<file path="src/rtl/sim_run_ctrl_if.sv">
// sim_run_ctrl_if: control/status bundle between the run controller
// and the simulation top that drives and observes it.
interface sim_run_ctrl_if #(
  parameter int CNT_W = 32
);
  logic             start;
  logic [CNT_W-1:0] max_cycles;
  logic             activity;
  logic             dut_reset;
  logic             run_en;
  logic [CNT_W-1:0] cycle_count;
  logic             done;
  logic             timeout;
  logic [2:0]       state;

  modport master (
    output start,
    output max_cycles,
    output activity,
    input  dut_reset,
    input  run_en,
    input  cycle_count,
    input  done,
    input  timeout,
    input  state
  );

  modport slave (
    input  start,
    input  max_cycles,
    input  activity,
    output dut_reset,
    output run_en,
    output cycle_count,
    output done,
    output timeout,
    output state
  );
endinterface

</file>
<file path="src/rtl/sim_run_ctrl.sv">
// sim_run_ctrl: sequences DUT reset, a bounded run window and drain,
// with an activity watchdog that ends a hung run with a timeout.
module sim_run_ctrl #(
  parameter int CNT_W        = 32,
  parameter int RESET_CYCLES = 4,
  parameter int WDOG_CYCLES  = 1000,
  parameter int DRAIN_CYCLES = 8
) (
  input  logic        clk,
  input  logic        reset,
  sim_run_ctrl_if.slave bus
);

  localparam int HW = $clog2(RESET_CYCLES + 1);
  localparam int DW = $clog2(DRAIN_CYCLES + 1);
  localparam int WW = $clog2(WDOG_CYCLES + 1);

  localparam logic [HW-1:0] HOLD_LAST  = HW'(RESET_CYCLES - 1);
  localparam logic [DW-1:0] DRAIN_LAST = DW'(DRAIN_CYCLES - 1);
  localparam logic [WW-1:0] WDOG_LAST  = WW'(WDOG_CYCLES - 1);

  typedef enum logic [2:0] {
    IDLE  = 3'd0,
    HOLD  = 3'd1,
    RUN   = 3'd2,
    DRAIN = 3'd3,
    DONE  = 3'd4
  } state_t;

  state_t           state_q, state_d;
  logic [HW-1:0]    hold_q, hold_d;
  logic [DW-1:0]    drain_q, drain_d;
  logic [WW-1:0]    wdog_q, wdog_d;
  logic [CNT_W-1:0] cnt_q, cnt_d;
  logic [CNT_W-1:0] max_q, max_d;
  logic             done_q, done_d;
  logic             tmo_q, tmo_d;
  logic             drst_q, drst_d;
  logic             ren_q, ren_d;

  // Register state, counters and the registered output decodes.
  always_ff @(posedge clk) begin
    if (reset) begin
      state_q <= IDLE;
      hold_q  <= '0;
      drain_q <= '0;
      wdog_q  <= '0;
      cnt_q   <= '0;
      max_q   <= '0;
      done_q  <= 1'b0;
      tmo_q   <= 1'b0;
      drst_q  <= 1'b1;
      ren_q   <= 1'b0;
    end else begin
      state_q <= state_d;
      hold_q  <= hold_d;
      drain_q <= drain_d;
      wdog_q  <= wdog_d;
      cnt_q   <= cnt_d;
      max_q   <= max_d;
      done_q  <= done_d;
      tmo_q   <= tmo_d;
      drst_q  <= drst_d;
      ren_q   <= ren_d;
    end
  end

  // Next-state logic; the watchdog is evaluated last so it wins over max hit.
  always_comb begin
    state_d = state_q;
    hold_d  = hold_q;
    drain_d = drain_q;
    wdog_d  = wdog_q;
    cnt_d   = cnt_q;
    max_d   = max_q;
    done_d  = done_q;
    tmo_d   = tmo_q;
    unique case (state_q)
      IDLE: begin
        if (bus.start) begin
          max_d   = bus.max_cycles;
          hold_d  = '0;
          state_d = HOLD;
        end
      end
      HOLD: begin
        if (hold_q == HOLD_LAST) begin
          cnt_d   = '0;
          wdog_d  = '0;
          state_d = RUN;
        end else begin
          hold_d = hold_q + 1'b1;
        end
      end
      RUN: begin
        if (cnt_q == max_q) begin
          drain_d = '0;
          state_d = DRAIN;
        end else begin
          cnt_d = cnt_q + 1'b1;
        end
        if (bus.activity) begin
          wdog_d = '0;
        end else if (wdog_q == WDOG_LAST) begin
          tmo_d   = 1'b1;
          done_d  = 1'b1;
          state_d = DONE;
        end else begin
          wdog_d = wdog_q + 1'b1;
        end
      end
      DRAIN: begin
        if (drain_q == DRAIN_LAST) begin
          done_d  = 1'b1;
          state_d = DONE;
        end else begin
          drain_d = drain_q + 1'b1;
        end
      end
      DONE: begin
        state_d = DONE;
      end
      default: begin
        state_d = IDLE;
      end
    endcase
    drst_d = (state_d == IDLE) || (state_d == HOLD);
    ren_d  = (state_d == RUN);
  end

  assign bus.state       = state_q;
  assign bus.dut_reset   = drst_q;
  assign bus.run_en      = ren_q;
  assign bus.cycle_count = cnt_q;
  assign bus.done        = done_q;
  assign bus.timeout     = tmo_q;

endmodule

</file>
<file path="src/flat_wrapper.sv">
// flat-port wrapper written by rule: the top's interface ports become plain ports
module sim_run_ctrl_flat 
#(
  parameter int CNT_W        = 32,
  parameter int RESET_CYCLES = 4,
  parameter int WDOG_CYCLES  = 1000,
  parameter int DRAIN_CYCLES = 8
)
  (clk, reset, bus_start, bus_max_cycles, bus_activity, bus_dut_reset, bus_run_en, bus_cycle_count, bus_done, bus_timeout, bus_state);
  sim_run_ctrl_if #(.CNT_W(CNT_W)) bus_i ();
  input  logic clk;
  input  logic reset;
  input wire logic [$bits(bus_i.start)-1:0] bus_start;
  input wire logic [$bits(bus_i.max_cycles)-1:0] bus_max_cycles;
  input wire logic [$bits(bus_i.activity)-1:0] bus_activity;
  output wire logic [$bits(bus_i.dut_reset)-1:0] bus_dut_reset;
  output wire logic [$bits(bus_i.run_en)-1:0] bus_run_en;
  output wire logic [$bits(bus_i.cycle_count)-1:0] bus_cycle_count;
  output wire logic [$bits(bus_i.done)-1:0] bus_done;
  output wire logic [$bits(bus_i.timeout)-1:0] bus_timeout;
  output wire logic [$bits(bus_i.state)-1:0] bus_state;
  assign bus_i.start = bus_start;
  assign bus_i.max_cycles = bus_max_cycles;
  assign bus_i.activity = bus_activity;
  assign bus_dut_reset = bus_i.dut_reset;
  assign bus_run_en = bus_i.run_en;
  assign bus_cycle_count = bus_i.cycle_count;
  assign bus_done = bus_i.done;
  assign bus_timeout = bus_i.timeout;
  assign bus_state = bus_i.state;
  sim_run_ctrl #(.CNT_W(CNT_W), .RESET_CYCLES(RESET_CYCLES), .WDOG_CYCLES(WDOG_CYCLES), .DRAIN_CYCLES(DRAIN_CYCLES)) u_core (.clk(clk), .reset(reset), .bus(bus_i));
endmodule
</file>
<file path="config.mk">
export PLATFORM = sky130hd
export DESIGN_NAME = sim_run_ctrl_flat
export DESIGN_NICKNAME = d
export VERILOG_FILES = /design/src/rtl/sim_run_ctrl_if.sv /design/src/rtl/sim_run_ctrl.sv /design/src/flat_wrapper.sv
export SDC_FILE = /design/constraint.sdc
export NUM_CORES = 1
export LEC_CHECK = 0
export CAP_MARGIN = 20
export CORE_ASPECT_RATIO = 0.9
export CORE_UTILIZATION = 48
export CTS_CLUSTER_SIZE = 30
export DETAILED_ROUTE_END_ITERATION = 7
export GPL_ROUTABILITY_DRIVEN = 1
export PLACE_DENSITY = 0.77
export SYNTH_ARGS = -nofsm -noshare
export SYNTH_HDL_FRONTEND = slang
export SYNTH_SLANG_ARGS = --single-unit
</file>
<file path="constraint.sdc">
create_clock -name clk -period 1.9 [get_ports clk]
set_input_delay 0.38 -clock clk [delete_from_list [all_inputs] [get_ports clk]]
set_output_delay 0.38 -clock clk [all_outputs]
set_load 0.03 [all_outputs]
</file>
Yosys cells after proc, flatten, opt, wreduce, memory -nomap -nowiden
Cells that the tools add are included.
{"block": "totals", "register_bits": 88, "in_bits": 36, "output_inout_bits": 39, "elab_cells": 72}
{"block": "op_classes", "add_sub_neg": 4, "n_eq_ne": 20, "muxes": 24, "n_bitwise": 1, "n_reduce_logical": 13}
{"op": "$mux W32", "n": 2}
{"op": "$pmux W32 S2", "n": 1}
{"op": "$add A32 B1 Y32 const B", "n": 1}
{"op": "$eq A32 B32 Y1", "n": 1}
{"op": "$mux W10", "n": 3}
{"op": "$mux W3", "n": 8}
{"op": "$pmux W10 S2", "n": 1}
{"op": "$pmux W3 S5", "n": 1}
{"op": "$reduce_and A3 Y1", "n": 5}
{"op": "$eq A3 B2 Y1 const B", "n": 4}
{"op": "$add A10 B1 Y10 const B", "n": 1}
{"op": "$eq A10 B10 Y1 const B", "n": 1}
{"op": "$ne A2 B2 Y1 const B", "n": 5}
{"op": "$mux W4", "n": 2}
{"op": "$ne A2 B1 Y1 const B", "n": 4}
{"op": "$pmux W4 S2", "n": 1}
{"op": "$eq A3 B1 Y1 const B", "n": 2}
{"op": "$logic_not A3 Y1", "n": 2}
{"op": "$pmux W3 S2", "n": 1}
{"op": "$reduce_bool A2 Y1", "n": 3}
{"op": "$add A4 B1 Y4 const B", "n": 1}
{"op": "$eq A4 B3 Y1 const B", "n": 1}
{"op": "$reduce_and A4 Y1", "n": 1}
{"op": "$add A3 B1 Y3 const B", "n": 1}
{"op": "7 further kinds", "n": 9}

Logic depth before layout (Yosys ltp)
Gate-level depths: netlist of the first run.
{"block": "depth", "depth_word": 7, "ltp_mapped": 8, "mapped_depth_nobuf": 8}

Least setup slack after synthesis of the first run
No wires, ideal clock.
{"block": "synth_timing", "path_kind": "register to register", "start": "register u_core.cnt_q[11] (netlist: u_core.bus.cycle_count[11])", "end": "register u_core.cnt_q[0] (netlist: u_core.bus.cycle_count[0])", "setup_ps": 65, "t_arrival_ps": 2150, "required_time_ps": 1835, "path_slack_ps": -315, "stages_incl_launch_ff": 9, "path_buffers": 2, "synth_period_minus_slack_ps": 2215, "cell_sequence": "dfxtp_1 buf_2 xor2_1 nor4_1 nand4_2 o21ai_4 buf_4 mux2_1 nor2_1"}
{"block": "synth_via", "elab_chain_len": 3}
{"element": "start: declaration", "line": "sim_run_ctrl.sv:34", "rtl": "logic [CNT_W-1:0] cnt_q, cnt_d;"}
{"element": "start signal: assignment", "line": "sim_run_ctrl.sv:59", "rtl": "cnt_q <= cnt_d;"}
{"element": "$eq A32 B32 Y1", "line": "sim_run_ctrl.sv:96", "rtl": "if (cnt_q == max_q) begin"}
{"element": "$ne A2 B2 Y1 (no source line)"}
{"element": "$reduce_and A3 Y1 (no source line)"}
Every way passes these cells.
A chain may end at the register's enable or synchronous reset.

Worst setup path after layout of the first run
{"block": "layout_timing", "start": "register u_core.cnt_q[25] (netlist: u_core.bus.cycle_count[25])", "end": "register u_core.cnt_q[21] (netlist: u_core.bus.cycle_count[21])"}
Same word-level chain as after synthesis.

==> metrics.yaml, run 1 <==
diodes: 0
tns_ns: -4.30
fp.dieArea_um2: 9130
yosysTopAreaCell: "dfxtp_1"
violations: "negative setup slack"
hold_violations: 0
synth-main-ff-cell: "dfxtp_1"
vias_per_cell: 5.99
core_area_um2: 8260
tightest_slew_ns: 0.483
setup_violations: 38
nets: 699
clock-sinks: 88
synth_top_cell_area_share_pct: 41.9
fin_area_um2: 6410
cts_hold_buf: 0
synth_edf_count: 0
drtIter0Drc: 549
finalWirelength_um: 15300
synth_warnings: 0
skew_ns: 0.0119
end_kind: "flop"
vias: 4657
clockBufferDepth: 2
path_class: "reg -> reg"
ios: 75
post-route-period-util_pct: 114
status: "finished, violations left"
async_reset_ff_share_pct: 0
path_clk_slew_ns: 0.09
root_buffer: "clkbuf_8"
drc_errors: 0
utilization_pct: 77.6
syn_nets: 550
p_leak_nw: 2.79
grt_pass1_vias: 4106
ys_seq_area_share_pct: 41.9
cts_tree: "done"
grt_max_degree: 37
first_pass_iters: 7
portBuffers: 74
clock_latency_ns: 0.36
fin_crit_ns: 2.16
max_cap_viol_count: 0
finalMaxSlewViolations: 0
relSlewSlack_pct: 67.8
required_ns: 2.15
cts.htree.levels: 3
drive_above_1_share_pct: 32.1
min_path_type: "reg -> reg"
crit_path_start_kind: "flop"
rows: 31
antenna_found_initial: 0
grtUsageTotal_pct: 29.7
start_util_pct: 50.9
hold_slack_ns: 0.472
cp.arrival_ns: 2.41
postPlaceCellArea_um2: 5650
overflow: 0
postSynthAreaPerCell_um2: 8.25
drtAntennaViolNets: 0
yosysMostFrequentCell: "nand2_1"
ys_types: 48
p_per_area_nw_per_um2: 595
die_h_um: 90.8
synth_area_leaders: "dfxtp_1 42%, xor2_1 9.6%, nand2_1 8.9%, a21oi_1 7.0%, nor2_1 3.2%"
synth_cells: 509
gp_congestion: 0.872
numCtsBuffers: 9
max_freq_ghz: 0.463
setup_slack_ns: -0.259
syn2layout_area_growth_pct: 52.6
die_w_um: 101
crit_fanout: 5
wire_per_inst_um: 19.7
rsz0062_at_grt: "true"
ir_drop_mv: 0.444
grt_pass1_wl_um: 20900
synthesis.area_um2: 4200
synth_seq_cells: 88
hpwl_um: 9030
synth.top_cells.by_count: "100 x nand2_1, 88 x dfxtp_1, 59 x a21oi_1"
fillerInstances: 503
[cell usage in the layout (no fill, tap or decap), types with 3 or more instances in the layout]
master and count:
or3_1 13, o211ai_1 7, nand3_1 17, xor2_1 28, buf_6 9, xnor2_1 3, o31ai_1 8, o21ai_0 7
mux2i_1 5, nand2b_1 3, dfxtp_4 14, xor2_2 18, nor2_1 33, dlymetal6s2s_1 7, and2_1 4, nor4_2 9
or4_1 9, buf_4 71, a21oi_2 4, clkbuf_16 3, clkdlybuf4s50_1 38, buf_12 6, nor3_1 3, and3_1 3
dfxtp_1 42, inv_1 7, dlygate4sd2_1 29, o21ai_2 4, nand4_1 11, nand4_2 3, nand2_1 98, dfxtp_2 32
ha_1 3, clkbuf_8 11, a21oi_1 55, nor2b_1 3
[per-layer routing]
layer  GRT usage [%]  share of wire (%)
met1            40.8                 39
met2            46.3                 45
met3            5.65                 10
met4            10.1                5.3
met5               0                  0
[stage by stage]
step	setup WS, ns	std cells	total power [mW]
after floorplan	-0.136	509	2.16
after global placement	-0.425	744	2.32
after detailed placement	-0.460	744	2.33
after CTS	-0.00689	772	3.77
after global routing	-0.264	778	3.93
final	-0.259	778	3.82
[cells by family (layout without fill, tap and decap cells)]
logic type / count (synthesis) / after routing / share of synthesized area, %
AOI/OAI and AO/OA: 98 / 98 / 14.0
xor gates and xnor gates: 49 / 49 / 10.2
adders and majority gates: 5 / 5 / 1.49
buffers and inverters: 31 / 185 / 3.13
DFF: 88 / 88 / 41.9
muxes: 7 / 7 / 1.73
and+or+nand+nor: 231 / 231 / 27.5
[cell type report]
type / count / area [um^2] / share of cell area, %
Clock buffer: 13 / 180 / 2.81
Inverter: 7 / 26.3 / 0.410
Sequential cell: 88 / 1850 / 28.9
Multi-Input combinational cell: 390 / 2640 / 41.1
Tap cell: 115 / 144 / 2.24
Timing Repair Buffer: 162 / 1530 / 23.8
Clock inverter: 3 / 45.0 / 0.702
[critical path, stage by stage (launching register included)]
cell and delay [ns]:
dfxtp_2 0.37, xor2_2 0.19, nor4_2 0.36, nand4_2 0.20, buf_6 0.17, o21ai_4 0.16
buf_12 0.14, buf_12 0.10, o21ai_0 0.10, a21oi_1 0.24
[power breakdown]
group | switching, mW | total (mW) | internal (mW)
sequential | 0.0487 | 1.92 | 1.88
combinational | 0.234 | 0.451 | 0.217
clock | 0.679 | 1.44 | 0.764
total | 0.961 | 3.82 | 2.86
[path summary, 6_finish.rpt]
kind / from / end / slack, ns / cells after the start
hold reg to reg: u_core.max_q[18]$_SDFFE_PP0P_ / u_core.max_q[18]$_SDFFE_PP0P_ / 0.47 / 2
setup / recovery: u_core.bus.cycle_count[25]$_SDFFE_PP0P_ / u_core.bus.cycle_count[21]$_SDFFE_PP0P_ / -0.26 / 9
hold / removal: u_core.max_q[18]$_SDFFE_PP0P_ / u_core.max_q[18]$_SDFFE_PP0P_ / 0.47 / 2
setup reg to reg: u_core.bus.cycle_count[25]$_SDFFE_PP0P_ / u_core.bus.cycle_count[21]$_SDFFE_PP0P_ / -0.26 / 9
[flip-flops by register name, indices dropped and copies added (netlist names)]
signal / cells
u_core.bus.cycle_count: 32
u_core.max_q: 32
u_core.wdog_q: 10
u_core.drain_q: 4
u_core.bus.state: 3
u_core.hold_q: 3
u_core.bus.done: 1
u_core.bus.dut_reset: 1
u_core.bus.run_en: 1
u_core.bus.timeout: 1
[what timing repair did]
item	CTS	global route
cloned	2	2
buffers inserted	10	5
pin swaps	15	26
resized for setup	52	72
setup endpoints to repair	74	52
(Power assumes the default switching activity.)
==> run 2, diff against run 1 <==
--- a/config.mk
+++ b/config.mk
@@ -5,13 +5,13 @@
 export SDC_FILE = /design/constraint.sdc
 export NUM_CORES = 1
 export LEC_CHECK = 0
-export CAP_MARGIN = 20
 export CORE_ASPECT_RATIO = 0.9
-export CORE_UTILIZATION = 48
+export CORE_UTILIZATION = 57
 export CTS_CLUSTER_SIZE = 30
 export DETAILED_ROUTE_END_ITERATION = 7
+export DONT_BUFFER_PORTS = 1
 export GPL_ROUTABILITY_DRIVEN = 1
-export PLACE_DENSITY = 0.77
+export PLACE_DENSITY = 0.75
 export SYNTH_ARGS = -nofsm -noshare
 export SYNTH_HDL_FRONTEND = slang
 export SYNTH_SLANG_ARGS = --single-unit
==> metrics.yaml, run 2 (same netlist as run 1, synthesis figures left out) <==
cts_hold_buf: 0
drtAntennaViolNets: 0
fin_area_um2: 5680
path_clk_slew_ns: 0.09
fillerInstances: 427
cts.htree.levels: 3
first_pass_iters: 5
tns_ns: -1.71
route.met2.wl_um: 6450
wl_met3_um: 1370
ios: 75
clock-sinks: 88
end_kind: "flop"
core_area_um2: 7080
overflow: 0
finalWirelength_um: 14000
hold_violations: 0
grt_pass1_wl_um: 19900
seqPwrFrac_pct: 52.7
grtUsageTotal_pct: 33.2
finalMaxSlewViolations: 0
final_common_cell: "nand2_1"
path_class: "reg -> reg"
hpwl_um: 8670
skew_ns: 0.00903
die_w_um: 92.5
min_path_type: "in -> reg"
p_leak_nw: 2.34
netSwitchingPower_mw: 0.958
clockBufferDepth: 2
postPlaceCellArea_um2: 4950
portBuffers: 0
gp_congestion: 0.957
p_clk_share_pct: 38.1
clock_latency_ns: 0.37
drc_errors: 0
vias: 4313
violations: "negative setup slack"
post-route-period-util_pct: 107
max_cap_viol_count: 0
ir_drop_mv: 0.620
max_freq_ghz: 0.493
crit_path_start_kind: "flop"
p_per_area_nw_per_um2: 645
tightest_slew_ns: 0.415
setup_violations: 38
nets: 641
numCtsBuffers: 9
relSlewSlack_pct: 72.2
antenna_found_initial: 0
layout_common_cells: "98 x nand2_1, 94 x buf_4, 52 x a21oi_1, 46 x dfxtp_1, 36 x nor2_1"
diodes: 0
syn2layout_area_growth_pct: 35.3
rsz0062_at_grt: "true"
m1WireLength_um: 5700
grt_pass1_vias: 3915
grt_max_degree: 53
netSwitchingFraction_pct: 26.2
start_util_pct: 59.4
rows: 29
setup_slack_ns: -0.130
drtIter0Drc: 451
vias_per_cell: 6.19
crit_fanout: 4
cp.arrival_ns: 2.32
die_h_um: 83.5
status: "finished, violations left"
maxUsedRoutingLayer: "met4"
fp.dieArea_um2: 7720
wire_per_inst_um: 20.0
root_buffer: "clkbuf_8"
cts_tree: "done"
internal_power_mw: 2.71
required_ns: 2.19
fin_crit_ns: 2.03
drive_above_1_share_pct: 36.8
combPwrFrac_pct: 9.2
## run 2: changes by cell type in the layout (fill, tap and decap cells not counted), moves of 4 or more
cell | previous run | this run
dlymetal6s2s_1 | 7 | 0
buf_4 | 71 | 94
xor2_2 | 18 | 14
clkdlybuf4s50_1 | 38 | 0
dlygate4sd2_1 | 29 | 0
buf_12 | 6 | 1
dfxtp_1 | 42 | 46
## run 2: path summary, 6_finish.rpt
kind | start | endpoint | slack [ns] | cells past startpoint
max | u_core.bus.cycle_count[14]$_SDFFE_PP0P_ | u_core.bus.cycle_count[18]$_SDFFE_PP0P_ | -0.13 | 7
min | reset | u_core.bus.cycle_count[1]$_SDFFE_PP0P_ | 0.06 | 1
max reg2reg | u_core.bus.cycle_count[14]$_SDFFE_PP0P_ | u_core.bus.cycle_count[18]$_SDFFE_PP0P_ | -0.13 | 7
min reg2reg | u_core.max_q[25]$_SDFFE_PP0P_ | u_core.max_q[25]$_SDFFE_PP0P_ | 0.47 | 2
## run 2: what timing repair did
item                                    4_1_cts  5_1_grt
pin swaps                                    10       27
gates cloned                                  0        1
endpoints found under the setup margin       41       37
buffers inserted                              7       10
gates resized for setup                      19       60
## run 2: metrics by stage
stage	utilization [%]	power, mW	instances	setup slack, ns	hold slack, ns
floorplan	-	2.16	509	-0.136	0.448
global placement	69.9	2.22	664	-0.216	0.446
detailed placement	69.9	2.23	664	-0.267	0.448
CTS	74.9	3.60	686	-0.110	0.0578
global route	80.3	3.79	697	-0.191	0.0556
finish	80.3	3.66	697	-0.130	0.0649
## run 2: power by group through the flow
stage          combinational, mW  clock, mW  sequential, mW
2_1_floorplan              0.199          0            1.96
3_3_place_gp               0.250          0            1.97
3_5_place_dp               0.258          0            1.97
4_1_cts                    0.277       1.40            1.93
5_1_grt                    0.365       1.49            1.94
6_report                   0.336       1.40            1.93
## run 2: per-layer routing
layer | GRT usage (%) | up-vias
met4 | 12.6 | 0
met5 | 0 | -
met3 | 8.47 | 42
met2 | 50.0 | 260
li1 | - | 1950
met1 | 45.7 | 2061
## run 2: cell type report
class	count	area, um^2	area share [%]
multi-input combinational	390	2660	46.9
clock inverter	5	60.1	1.06
sequential	88	1840	32.4
inverter	7	26.3	0.462
tap	93	116	2.05
clock buffer	10	149	2.62
timing repair buffer	104	827	14.6
## run 2: worst max-delay path: stages (launching register included)
cell and delay [ns]:
dfxtp_2 0.36, buf_4 0.12, nand4_1 0.21, buf_4 0.22
nor2_1 0.18, nand3_1 0.13, or4_1 0.49, a21oi_1 0.23
